==> src/rtl/mod_split_func_pkg.sv <==
// Shared types and arithmetic helpers for the split function-call pipeline.
// Helpers operate on a wide carrier type so any lane width up to MAX_W-1 bits
// can share them; callers narrow the result with a size cast.
package mod_split_func_pkg;

  localparam int MAX_W = 64;

  typedef logic [MAX_W-1:0] wide_t;

  // Unsigned add of two w-bit operands held in a wide carrier. The sum is
  // formed one bit wider than the lane, then either wrapped modulo 2^w or
  // clamped to 2^w-1 when sat is set.
  function automatic wide_t add_sat(input wide_t p, input wide_t q,
                                    input int unsigned w, input logic sat);
    logic [MAX_W:0] sum_v;
    logic [MAX_W:0] max_v;
    wide_t          res_v;
    sum_v = {1'b0, p} + {1'b0, q};
    max_v = ({{MAX_W{1'b0}}, 1'b1} << w) - {{MAX_W{1'b0}}, 1'b1};
    if (sum_v > max_v) begin
      if (sat) begin
        res_v = max_v[MAX_W-1:0];
      end else begin
        res_v = sum_v[MAX_W-1:0] & max_v[MAX_W-1:0];
      end
    end else begin
      res_v = sum_v[MAX_W-1:0];
    end
    return res_v;
  endfunction

  // Number of set bits in v.
  function automatic int unsigned popcount(input wide_t v);
    int unsigned cnt_v;
    cnt_v = 32'd0;
    for (int i = 0; i < MAX_W; i++) begin
      cnt_v = cnt_v + {31'd0, v[i]};
    end
    return cnt_v;
  endfunction

endpackage

==> src/rtl/mod_split_func_lane.sv <==
// Combinational per-lane compute: a = f(x), b = override or increment, m = override taken.
// f(v) = v + OFFSET; the override path applies BOOST first, reducing after each add.
module mod_split_func_lane
  import mod_split_func_pkg::*;
#(
  parameter int W      = 8,
  parameter int OFFSET = 5,
  parameter int BOOST  = 10,
  parameter int THRESH = 50,
  parameter int SAT    = 0
) (
  input  logic [W-1:0] x,
  output logic [W-1:0] a,
  output logic [W-1:0] b,
  output logic         m
);

  localparam logic [W-1:0] OFFSET_L = W'(OFFSET);
  localparam logic [W-1:0] BOOST_L  = W'(BOOST);
  localparam logic         SAT_L    = (SAT != 0);

  logic [W-1:0] boosted_s;

  // Lane arithmetic; threshold compare is unsigned and strict.
  always_comb begin
    boosted_s = W'(add_sat(wide_t'(x), wide_t'(BOOST_L), W, SAT_L));
    a         = W'(add_sat(wide_t'(x), wide_t'(OFFSET_L), W, SAT_L));
    m         = (wide_t'(x) > wide_t'(THRESH));
    if (m) begin
      b = W'(add_sat(wide_t'(boosted_s), wide_t'(OFFSET_L), W, SAT_L));
    end else begin
      b = W'(add_sat(wide_t'(x), wide_t'({{(W-1){1'b0}}, 1'b1}), W, SAT_L));
    end
  end

endmodule

==> src/rtl/mod_split_func_pipe.sv <==
// N-lane two-stage pipeline around mod_split_func_lane with valid/ready
// handshake, per-beat override mask and a saturating override counter.
module mod_split_func_pipe
  import mod_split_func_pkg::*;
#(
  parameter int W      = 8,
  parameter int N      = 2,
  parameter int OFFSET = 5,
  parameter int BOOST  = 10,
  parameter int THRESH = 50,
  parameter int SAT    = 0,
  parameter int CW     = 16
) (
  input  logic           clk,
  input  logic           reset,
  input  logic           in_valid,
  output logic           in_ready,
  input  logic [N*W-1:0] data_in,
  output logic           out_valid,
  input  logic           out_ready,
  output logic [N*W-1:0] out_a,
  output logic [N*W-1:0] out_b,
  output logic [N-1:0]   override_mask,
  output logic [CW-1:0]  override_count
);

  localparam logic [CW-1:0] CNT_MAX = {CW{1'b1}};

  logic [N*W-1:0] a1_s;
  logic [N*W-1:0] b1_s;
  logic [N-1:0]   m1_s;

  logic           s1_valid_r;
  logic [N*W-1:0] s1_a_r;
  logic [N*W-1:0] s1_b_r;
  logic [N-1:0]   s1_m_r;

  logic           s2_valid_r;
  logic [N*W-1:0] s2_a_r;
  logic [N*W-1:0] s2_b_r;
  logic [N-1:0]   s2_m_r;

  logic [CW-1:0]  count_r;
  logic [CW-1:0]  count_nxt_s;
  logic [CW:0]    count_sum_s;

  logic           s2_adv_s;
  logic           load_s1_s;
  logic           drain_s;

  for (genvar i = 0; i < N; i++) begin : g_lane
    mod_split_func_lane #(
      .W      (W),
      .OFFSET (OFFSET),
      .BOOST  (BOOST),
      .THRESH (THRESH),
      .SAT    (SAT)
    ) u_lane (
      .x (data_in[i*W +: W]),
      .a (a1_s[i*W +: W]),
      .b (b1_s[i*W +: W]),
      .m (m1_s[i])
    );
  end

  // Handshake: stage 2 takes stage 1 whenever it is empty or being drained,
  // and stage 1 accepts whenever it is empty or moving on this cycle.
  always_comb begin
    s2_adv_s  = s1_valid_r && (!s2_valid_r || out_ready);
    in_ready  = !s1_valid_r || s2_adv_s;
    load_s1_s = in_valid && in_ready;
    drain_s   = s2_valid_r && out_ready;
  end

  // Next override count: add this beat's override lanes, clamp at all-ones.
  always_comb begin
    count_sum_s = {1'b0, count_r} + (CW+1)'(popcount(wide_t'(s2_m_r)));
    if (count_sum_s > {1'b0, CNT_MAX}) begin
      count_nxt_s = CNT_MAX;
    end else begin
      count_nxt_s = count_sum_s[CW-1:0];
    end
  end

  // Stage 1: capture a new beat, or empty out once its beat moves to stage 2.
  always_ff @(posedge clk or posedge reset) begin
    if (reset) begin
      s1_valid_r <= 1'b0;
      s1_a_r     <= '0;
      s1_b_r     <= '0;
      s1_m_r     <= '0;
    end else if (load_s1_s) begin
      s1_valid_r <= 1'b1;
      s1_a_r     <= a1_s;
      s1_b_r     <= b1_s;
      s1_m_r     <= m1_s;
    end else if (s2_adv_s) begin
      s1_valid_r <= 1'b0;
    end
  end

  // Stage 2 (output registers): load on advance, hold while stalled, clear on drain.
  always_ff @(posedge clk or posedge reset) begin
    if (reset) begin
      s2_valid_r <= 1'b0;
      s2_a_r     <= '0;
      s2_b_r     <= '0;
      s2_m_r     <= '0;
    end else if (s2_adv_s) begin
      s2_valid_r <= 1'b1;
      s2_a_r     <= s1_a_r;
      s2_b_r     <= s1_b_r;
      s2_m_r     <= s1_m_r;
    end else if (drain_s) begin
      s2_valid_r <= 1'b0;
    end
  end

  // Override counter: accumulate on each delivered beat.
  always_ff @(posedge clk or posedge reset) begin
    if (reset) begin
      count_r <= '0;
    end else if (drain_s) begin
      count_r <= count_nxt_s;
    end
  end

  assign out_valid      = s2_valid_r;
  assign out_a          = s2_a_r;
  assign out_b          = s2_b_r;
  assign override_mask  = s2_m_r;
  assign override_count = count_r;

endmodule

==> config.mk <==
export PLATFORM = sky130hd
export DESIGN_NAME = mod_split_func_pipe
export DESIGN_NICKNAME = d
export VERILOG_FILES = /design/src/rtl/mod_split_func_pkg.sv /design/src/rtl/mod_split_func_lane.sv /design/src/rtl/mod_split_func_pipe.sv
export SDC_FILE = /design/constraint.sdc
export NUM_CORES = 1
export LEC_CHECK = 0
export CORE_MARGIN = 5
export CORE_UTILIZATION = 30
export CTS_BUF_LIST = sky130_fd_sc_hd__clkbuf_8
export DETAILED_ROUTE_END_ITERATION = 8
export GPL_ROUTABILITY_DRIVEN = 0
export SYNTH_ARGS = -nofsm -noshare
export SYNTH_HDL_FRONTEND = slang
export SYNTH_SLANG_ARGS = --single-unit
==> constraint.sdc <==
create_clock -name clk -period 5.4 [get_ports clk]
set_input_delay 1.08 -clock clk [delete_from_list [all_inputs] [get_ports clk]]
set_output_delay 1.08 -clock clk [all_outputs]
set_load 0.02 [all_outputs]
==> results of run 1 <==
sequential cells by signal, indices dropped and copies added, names as in the netlist:
| register | cells |
|---|---|
| s1_valid_r | 1 |
| out_b | 16 |
| override_count | 16 |
| s1_a_r | 16 |
| s1_b_r | 16 |
| override_mask | 2 |
| out_a | 16 |
| out_valid | 1 |
| s1_m_r | 2 |
cell usage in the layout (no fill, tap or decap), types with 2 or more instances in the layout:
cell type / synthesis / routed
nand3b_1: 2 / 2
clkinv_2: 0 / 3
clkdlybuf4s50_1: 0 / 71
and3_1: 11 / 11
nor3_1: 3 / 3
or3_1: 2 / 2
xor2_1: 15 / 15
nand3_1: 19 / 19
xnor2_1: 12 / 12
inv_1: 7 / 7
nand2_1: 53 / 53
a211o_1: 2 / 2
buf_4: 1 / 3
a21oi_1: 18 / 18
and4_1: 2 / 2
nor2_1: 20 / 20
nand4_1: 7 / 7
nor2b_1: 2 / 2
o211ai_1: 2 / 2
bufinv_16: 0 / 2
dfrtp_1: 86 / 86
clkbuf_8: 0 / 9
mux2_2: 34 / 34
nand2b_1: 7 / 7
and2_1: 3 / 3
ha_1: 8 / 8
a21o_1: 2 / 2
a31oi_1: 4 / 4
o21ai_0: 32 / 32
kinds of logic after synthesis:
kind of cell / Yosys count
adders and majority gates: 9
DFF: 86
and+or+nand+nor: 135
muxes: 35
buffers and inverters: 28
AOI/OAI and AO/OA: 70
xor gates and xnor gates: 27
worst paths after layout:
| check | cells past startpoint | slack (ns) | to | startpoint |
|---|---|---|---|---|
| max | 3 | 1.83 | in_ready | out_ready |
| min | 2 | 0.48 | s1_a_r[12] | s1_a_r[12] |
| max reg2reg | 5 | 3.33 | override_count[4] | override_mask[0] |
| min reg2reg | 2 | 0.48 | s1_a_r[12] | s1_a_r[12] |
| max in group asynchronous | 3 | 3.25 | s1_a_r[13] | reset |
| min in group asynchronous | 2 | 1.15 | override_count[15] | reset |
power breakdown:
group / internal, mW / total [mW] / leakage, nW / switching [mW]
combinational: 0.291 / 0.586 / 1.07 / 0.295
clock: 0.258 / 0.494 / 0.110 / 0.235
sequential: 0.776 / 0.869 / 1.05 / 0.0927
layer usage:
metal  wire (um)  up-vias
li1            -     1472
met1        4522     1442
met2        3933       66
met3         552       12
met4         156        0
met5           0        -
cell type report:
type                    instances  area (um2)  share of cell area
inverters                       7       27.53            0.005322
repair buffers                 74       733.2              0.1418
clock inverters                 7       90.09             0.01742
flip-flops and latches         86        2152              0.4161
multi-input cells             276        1826              0.3529
clock buffers                   9       123.9             0.02395
well taps                     176       220.2             0.04257
per-stage QoR:
stage                     instance area [um2]  utilization  hold WS (ns)  std cells  setup slack (ns)
final                                    5172       0.3890        0.4808        635             1.826
after global routing                     5172       0.3890        0.5136        635             1.753
after CTS                                5172       0.3890        0.4881        635             1.816
after detailed placement                 4959       0.3730        0.4638        619             1.819
after global placement                   4959       0.3730        0.4611        619             1.872
after floorplan                          4096            -        0.4418        390             2.098
worst max-delay path, cell delays in order:
cell	delay, ns
clkdlybuf4s50_1	0.58
nand3b_1	0.20
clkdlybuf4s50_1	0.63
==> impl_metrics.env, run 1 <==
export IMPL_firstDrtPassIters=4
export IMPL_fmax_ghz=0.2798
export IMPL_ios=72
export IMPL_yosysWarnings=0
export IMPL_cts_resized_gates=0
export IMPL_initial_core_util=0.3081
export IMPL_fin_setup_tns_ns=0
export IMPL_finalCritPeriodShare=0.6619
export IMPL_fp_row_count=42
export IMPL_synth_compound_area_frac=0.1035
export IMPL_grt_pass1_vias=3041
export IMPL_period_needed_ns=3.574
export IMPL_clock_sinks=86
export IMPL_cts_buffer_depth=2
export IMPL_synth_top_area_share=0.5254
export IMPL_postCtsHoldBufs=0
export IMPL_slew_headroom=0.4144
export IMPL_crit_arrival_ns=2.49
export IMPL_p_leak_nw=2.222
export IMPL_yosys_area_share_simple=0.1591
export IMPL_grt_overflow=0
export IMPL_grt_usage=0.1191
export IMPL_die_h_um=126.9
export IMPL_yosysTopAreaCell="dfrtp_1"
export IMPL_synth_cell_types=45
export IMPL_ant_nets=0
export IMPL_fillCellCount=1277
export IMPL_p_per_area_nw_per_um2=376.7
export IMPL_met1_usage=0.1645
export IMPL_vias=2992
export IMPL_avgSynthCellArea_um2=10.50
export IMPL_met3_usage=0.03993
export IMPL_crit_path_end_kind="output port"
export IMPL_rsz0062_at_grt="no"
export IMPL_ys_ff_latch=86
export IMPL_async_reset_ff_frac=1.000
export IMPL_grt_max_degree=46
export IMPL_drc=0
export IMPL_synth_top_family_by_area="simple AND/OR/NAND/NOR gates"
export IMPL_peakVddDrop_mv=0.1555
export IMPL_maxSlewViolCount=0
export IMPL_yosysMostFrequentCell="dfrtp_1"
export IMPL_cts_buffers=9
export IMPL_synth_edf_count=0
export IMPL_viasPerCell=4.712
export IMPL_worstMarginPinSlew_ns=0.8784
export IMPL_grtUsageMet2=0.1737
export IMPL_core_area_um2=13300
export IMPL_muxShareOfSynthArea=0.09591
export IMPL_synth_nets=419
export IMPL_die_w_um=126.9
export IMPL_nNetsFinal=483
export IMPL_power_total_mw=1.948
export IMPL_syn_cell_area_um2=4096
export IMPL_path_clk_slew_ns=0.09
export IMPL_clock_latency_ns=0.36
export IMPL_finalHoldViolCount=0
export IMPL_yosys_top_cells_area="dfrtp_1, mux2_2, nand2_1"
export IMPL_post_cts_repair_setup_buffers=0
export IMPL_num_antenna_cells=0
export IMPL_routed_wl_um=9164
export IMPL_wl_per_cell_um=14.43
export IMPL_drt_iter0_drc=365
export IMPL_worstHoldPathType="flop to flop"
export IMPL_dieArea_um2=16090
export IMPL_synth_xor_area_share=0.05773
export IMPL_htreeDepth=3
export IMPL_cts_tree="done"
export IMPL_ys_top_cells_by_count="dfrtp_1, nand2_1, mux2_2, o21ai_0, nor2_1"
export IMPL_hpwl_um=6463
export IMPL_critPathRequiredTime_ns=4.32
export IMPL_drive_above_1_share=0.1285
export IMPL_synth_seq_area_share=0.5254
export IMPL_synth_flop_cell="dfrtp_1"
export IMPL_setup_viol=0
export IMPL_port_buffers=71
export IMPL_critPathLaunchType="input pin"
export IMPL_area_growth_syn_to_layout_pct=26.27
export IMPL_cts_root_buf="clkbuf_8"
export IMPL_outcome="completed"
export IMPL_grt_busiest_layer="met2"
export IMPL_grt_pass1_wl_um=15480
export IMPL_drv_cap=0
export IMPL_path_class="input pin to output port"
export IMPL_path_max_fanout=7
export IMPL_grt_antenna_before_repair=0
export IMPL_synthCells=390
export IMPL_fin_skew_ns=0.009040
export IMPL_synthAdderAreaFrac=0.02932
Note: power is estimated with default switching activity, not from simulation.
==> run 2, diff against run 1 <==
- clock period: 5.4 -> 3.35 ns (I/O delays scaled with it)
==> run 2 against run 1 <==
Flip-flop and latch count unchanged. Hold slack improved by 0.0011 ns. Final cell count increased by 0.16%. Combinational power increased by 63%. Total power increased by 53%. Global-route usage increased by 0.22 points. Sequential share of layout area increased by 0.18 points. Critical path depth unchanged. Register-to-register slack got worse by 2.1 ns. Core utilization decreased by 0.17 points. Largest power group unchanged. Highest routed layer unchanged.
==> impl_metrics.env, run 2 (synthesized netlist as in run 1, its figures left out) <==
export IMPL_postLayoutCellArea_um2=5150
export IMPL_cpMostUsedCell="clkdlybuf4s50_1"
export IMPL_swShare=0.3353
export IMPL_worstHoldPathType="flop to flop"
export IMPL_fin_setup_tns_ns=0
export IMPL_ios=72
export IMPL_grt_usage=0.1213
export IMPL_post_cts_repair_setup_buffers=0
export IMPL_reg2reg_from="override_mask[0]"
export IMPL_p_seq_frac=0.469
export IMPL_outcome="completed"
export IMPL_critPathRequiredTime_ns=2.68
export IMPL_rsz0062_at_grt="no"
export IMPL_maxSlewViolCount=0
export IMPL_wl_per_cell_um=14.59
export IMPL_finalHoldViolCount=0
export IMPL_area_growth_syn_to_layout_pct=25.72
export IMPL_clock_sinks=86
export IMPL_drive_above_1_share=0.1326
export IMPL_vias=3017
export IMPL_drc=0
export IMPL_crit_buf_inv=2
export IMPL_die_h_um=126.9
export IMPL_port_buffers=71
export IMPL_pwr_share_comb=0.319
export IMPL_cts_root_buf="clkbuf_8"
export IMPL_p_leak_nw=2.198
export IMPL_postCtsHoldBufs=0
export IMPL_finalCritPeriodShare=0.8150
export IMPL_nNetsFinal=485
export IMPL_path_class="input pin to output port"
export IMPL_core_area_um2=13300
export IMPL_p_int_mw=1.986
export IMPL_worstMarginPinSlew_ns=0.8752
export IMPL_startpoint="out_ready"
export IMPL_fillCellCount=1303
export IMPL_worstPathCellList="clkdlybuf4s50_1, nand3b_1, clkdlybuf4s50_1"
export IMPL_period_needed_ns=2.730
export IMPL_firstDrtPassIters=4
export IMPL_crit_arrival_ns=2.06
export IMPL_hpwl_um=6634
export IMPL_initial_core_util=0.3081
export IMPL_cts_buffers=9
export IMPL_slew_headroom=0.4158
export IMPL_cp_depth=3
export IMPL_fin_skew_ns=0.01062
export IMPL_grt_antenna_before_repair=0
export IMPL_slowest_stage="clkdlybuf4s50_1"
export IMPL_grt_pass1_vias=3083
export IMPL_critPathMaxStageDelay_ns=0.63
export IMPL_final_instance_count_excl_fill=636
export IMPL_grt_max_degree=51
export IMPL_path_clk_slew_ns=0.08
export IMPL_cts_resized_gates=0
export IMPL_met3_usage=0.03825
export IMPL_grt_pass1_wl_um=15970
export IMPL_p_per_area_nw_per_um2=580.3
export IMPL_ant_nets=0
export IMPL_worstHoldPathCells=2
export IMPL_cpLargestDelayFamily="buffers and inverters"
export IMPL_met1_usage=0.1688
export IMPL_final_cell_mix="dfrtp_1, clkdlybuf4s50_1, nand2_1, mux2_2, o21ai_0"
export IMPL_routed_wl_um=9279
export IMPL_die_w_um=126.9
export IMPL_grtUsageMet2=0.1768
export IMPL_fp_row_count=42
export IMPL_path_max_fanout=7
export IMPL_num_antenna_cells=0
export IMPL_crit_path_end_kind="output port"
export IMPL_p_clk_frac=0.212
export IMPL_min_from="s1_a_r[12]"
export IMPL_clock_latency_ns=0.36
export IMPL_grt_busiest_layer="met2"
export IMPL_place_area_um2=4986
export IMPL_r2r_cells=5
export IMPL_fmax_ghz=0.3663
export IMPL_cts_tree="done"
export IMPL_final_common_cell="dfrtp_1"
export IMPL_dp_cells=621
export IMPL_peakVddDrop_mv=0.1749
export IMPL_drt_iter0_drc=194
export IMPL_grt_overflow=0
export IMPL_netSwitchingPower_mw=1.002
export IMPL_setup_viol=0
export IMPL_dieArea_um2=16090
export IMPL_critPathLaunchType="input pin"
export IMPL_viasPerCell=4.744
export IMPL_cts_buffer_depth=2
export IMPL_htreeDepth=3
export IMPL_drv_cap=0
==> run 2: cell types whose count changed in the layout (fill, tap and decap cells not counted) <==
cell / delta
buf_4: +1
inv_1: -1
buf_12: +1
clkinv_4: -1
bufinv_16: -2
clkinvlp_4: +3
==> run 2: final cells by class <==
class                   instances  area, um2  area share
flip-flops and latches         86       2152      0.4179
multi-input cells             276       1826      0.3545
repair buffers                 76      760.7      0.1477
well taps                     176      220.2     0.04276
clock buffers                   9      123.9     0.02405
clock inverters                 6      40.04    0.007775
inverters                       7      27.53    0.005345
==> run 2: final timing paths <==
path                                      to  slack (ns)
hold reg to reg                   s1_a_r[12]        0.48
max in group asynchronous         s1_b_r[13]        1.88
setup reg to reg           override_count[4]        1.26
setup / recovery                    in_ready        0.62
min in group asynchronous  override_count[0]        0.79
hold / removal                    s1_a_r[12]        0.48
==> run 2: worst reg2reg max path: stages, from the launching register on <==
cell	delay (ns)
dfrtp_1	0.45
fa_1	0.50
ha_1	0.23
and2_1	0.20
nand4_1	0.38
o21ai_0	0.18
==> run 2: per-layer routing <==
metal / part of all wire / wire, um / vias to the layer above
li1: - / - / 1479
met1: 0.48 / 4461 / 1443
met2: 0.44 / 4079 / 88
met3: 0.067 / 620 / 7
met4: 0.013 / 117 / 0
met5: 0 / 0 / -
==> run 2: power groups by stage <==
stage	logic, mW	registers, mW	clock network [mW]
3_3_place_gp	0.956	1.41	0
4_1_cts	0.971	1.41	0.664
5_1_grt	1.04	1.43	0.712
6_report	0.953	1.40	0.633
3_5_place_dp	0.963	1.43	0
2_1_floorplan	0.352	1.57	0
==> run 2: through the flow <==
step / hold WS [ns] / setup WS (ns) / total power [mW] / utilization
floorplan: 0.4418 / 0.4582 / 1.922 / -
global placement: 0.4595 / 0.5725 / 2.370 / 0.3750
detailed placement: 0.4690 / 0.4458 / 2.390 / 0.3750
CTS: 0.4896 / 0.6103 / 3.041 / 0.3874
global route: 0.5048 / 0.5350 / 3.186 / 0.3874
finish: 0.4819 / 0.6198 / 2.988 / 0.3874
==> run 3, diff against run 2 <==
- clock period: 3.35 -> 2.5 ns (I/O delays scaled with it)
==> run 3 against run 2 <==
Worst setup slack got worse by 0.48 ns. Clock power up 72%. Largest power group unchanged. Critical endpoint unchanged. Critical path type unchanged. Flip-flop and latch count is the same.
==> impl_metrics.env, run 3 (synthesized netlist as in run 1, its figures left out) <==
export IMPL_outcome="completed"
export IMPL_worstPathCellList="clkdlybuf4s50_1, nand3b_1, clkdlybuf4s50_1"
export IMPL_r2r_slack_ns=0.48
export IMPL_dieArea_um2=16090
export IMPL_p_leak_nw=2.298
export IMPL_grt_usage=0.1210
export IMPL_grt_antenna_before_repair=0
export IMPL_num_antenna_cells=0
export IMPL_vias=3100
export IMPL_peakVddDrop_mv=0.2291
export IMPL_nNetsFinal=498
export IMPL_fillCellCount=1295
export IMPL_core_area_um2=13300
export IMPL_fin_setup_tns_ns=0
export IMPL_grt_pass1_wl_um=15770
export IMPL_finalCritPeriodShare=0.9454
export IMPL_drt_iter0_drc=245
export IMPL_p_per_area_nw_per_um2=800.7
export IMPL_cts_buffers=9
export IMPL_slowest_stage="clkdlybuf4s50_1"
export IMPL_wl_per_cell_um=14.34
export IMPL_cts_root_buf="clkbuf_8"
export IMPL_cpMostUsedCell="clkdlybuf4s50_1"
export IMPL_crit_arrival_ns=1.86
export IMPL_post_cts_repair_setup_buffers=0
export IMPL_drv_cap=0
export IMPL_dp_cells=634
export IMPL_ant_nets=0
export IMPL_period_needed_ns=2.363
export IMPL_fmax_ghz=0.4231
export IMPL_final_instance_count_excl_fill=650
export IMPL_clock_latency_ns=0.36
export IMPL_path_class="input pin to output port"
export IMPL_maxSlewViolCount=0
export IMPL_path_clk_slew_ns=0.08
export IMPL_initial_core_util=0.3081
export IMPL_cts_tree="done"
export IMPL_port_buffers=71
export IMPL_setup_viol=0
export IMPL_final_common_cell="dfrtp_1"
export IMPL_viasPerCell=4.769
export IMPL_crit_path_end_kind="output port"
export IMPL_worstHoldPathType="flop to flop"
export IMPL_postCtsHoldBufs=0
export IMPL_grt_pass1_vias=3109
export IMPL_critPathMaxStageDelay_ns=0.62
export IMPL_htreeDepth=3
export IMPL_clock_sinks=86
export IMPL_worstMarginPinSlew_ns=0.5226
export IMPL_cts_buffer_depth=2
export IMPL_grt_overflow=0
export IMPL_slew_headroom=0.6503
export IMPL_fp_row_count=42
export IMPL_path_max_fanout=7
export IMPL_critPathRequiredTime_ns=2.00
export IMPL_rsz0062_at_grt="no"
export IMPL_area_growth_syn_to_layout_pct=29.90
export IMPL_firstDrtPassIters=4
export IMPL_routed_wl_um=9324
export IMPL_drc=0
export IMPL_ios=72
export IMPL_critPathLaunchType="input pin"
export IMPL_die_h_um=126.9
export IMPL_die_w_um=126.9
export IMPL_final_cell_mix="dfrtp_1, clkdlybuf4s50_1, nand2_1, mux2_2, o21ai_0"
export IMPL_finalHoldViolCount=0
export IMPL_power_total_mw=4.261
export IMPL_hpwl_um=6515
export IMPL_fin_skew_ns=0.007670
export IMPL_postLayoutCoreUtil=0.4002
export IMPL_worst_hold_slack_ns=0.4809
export IMPL_grt_max_degree=87
export IMPL_cts_resized_gates=0
export IMPL_drive_above_1_share=0.1582
run 3: critical path: cells and delay by family:
family,cells,cell delay [ns]
buffers and inverters,2,1.19
AND/OR/NAND/NOR,1,0.17
run 3: through the flow:
step | cell area [um2] | setup slack, ns
floorplan | 4100 | 0.4071
global placement | 5099 | 0.1138
detailed placement | 5099 | 0.07391
CTS | 5321 | 0.1284
global route | 5321 | 0.06509
finish | 5321 | 0.1366
run 3: final cells by class:
cell class / instances / area [um2] / share of cell area
Clock buffer: 9 / 123.9 / 0.02328
Clock inverter: 7 / 98.84 / 0.01858
Inverter: 7 / 30.03 / 0.005643
Multi-Input combinational cell: 276 / 1826 / 0.3431
Sequential cell: 86 / 2152 / 0.4044
Tap cell: 176 / 220.2 / 0.04138
Timing Repair Buffer: 89 / 870.8 / 0.1636
run 3: report_power, final:
group          internal (mW)  switching (mW)
registers               1.68           0.196
clock network          0.566           0.521
logic                  0.653           0.648
total                   2.90            1.36
run 3: path summary, 6_finish.rpt:
| path | start | endpoint | depth (start not counted) |
|---|---|---|---|
| worst min-delay path | s1_a_r[9] | s1_a_r[9] | 2 |
| max in group asynchronous | reset | s1_b_r[8] | 3 |
| worst max-delay path | out_ready | in_ready | 3 |
| min in group asynchronous | reset | override_count[1] | 3 |
| worst min register to register | s1_a_r[9] | s1_a_r[9] | 2 |
| worst max register to register | override_mask[0] | override_count[12] | 7 |
run 3: metal layers:
layer	share of wire	vias up	wire length, um	track usage
met5	0	-	0	0
met4	0.021	0	192	0.05174
met3	0.059	17	550	0.03993
met2	0.43	62	4020	0.1747
met1	0.49	1508	4561	0.1661
li1	-	1513	-	-
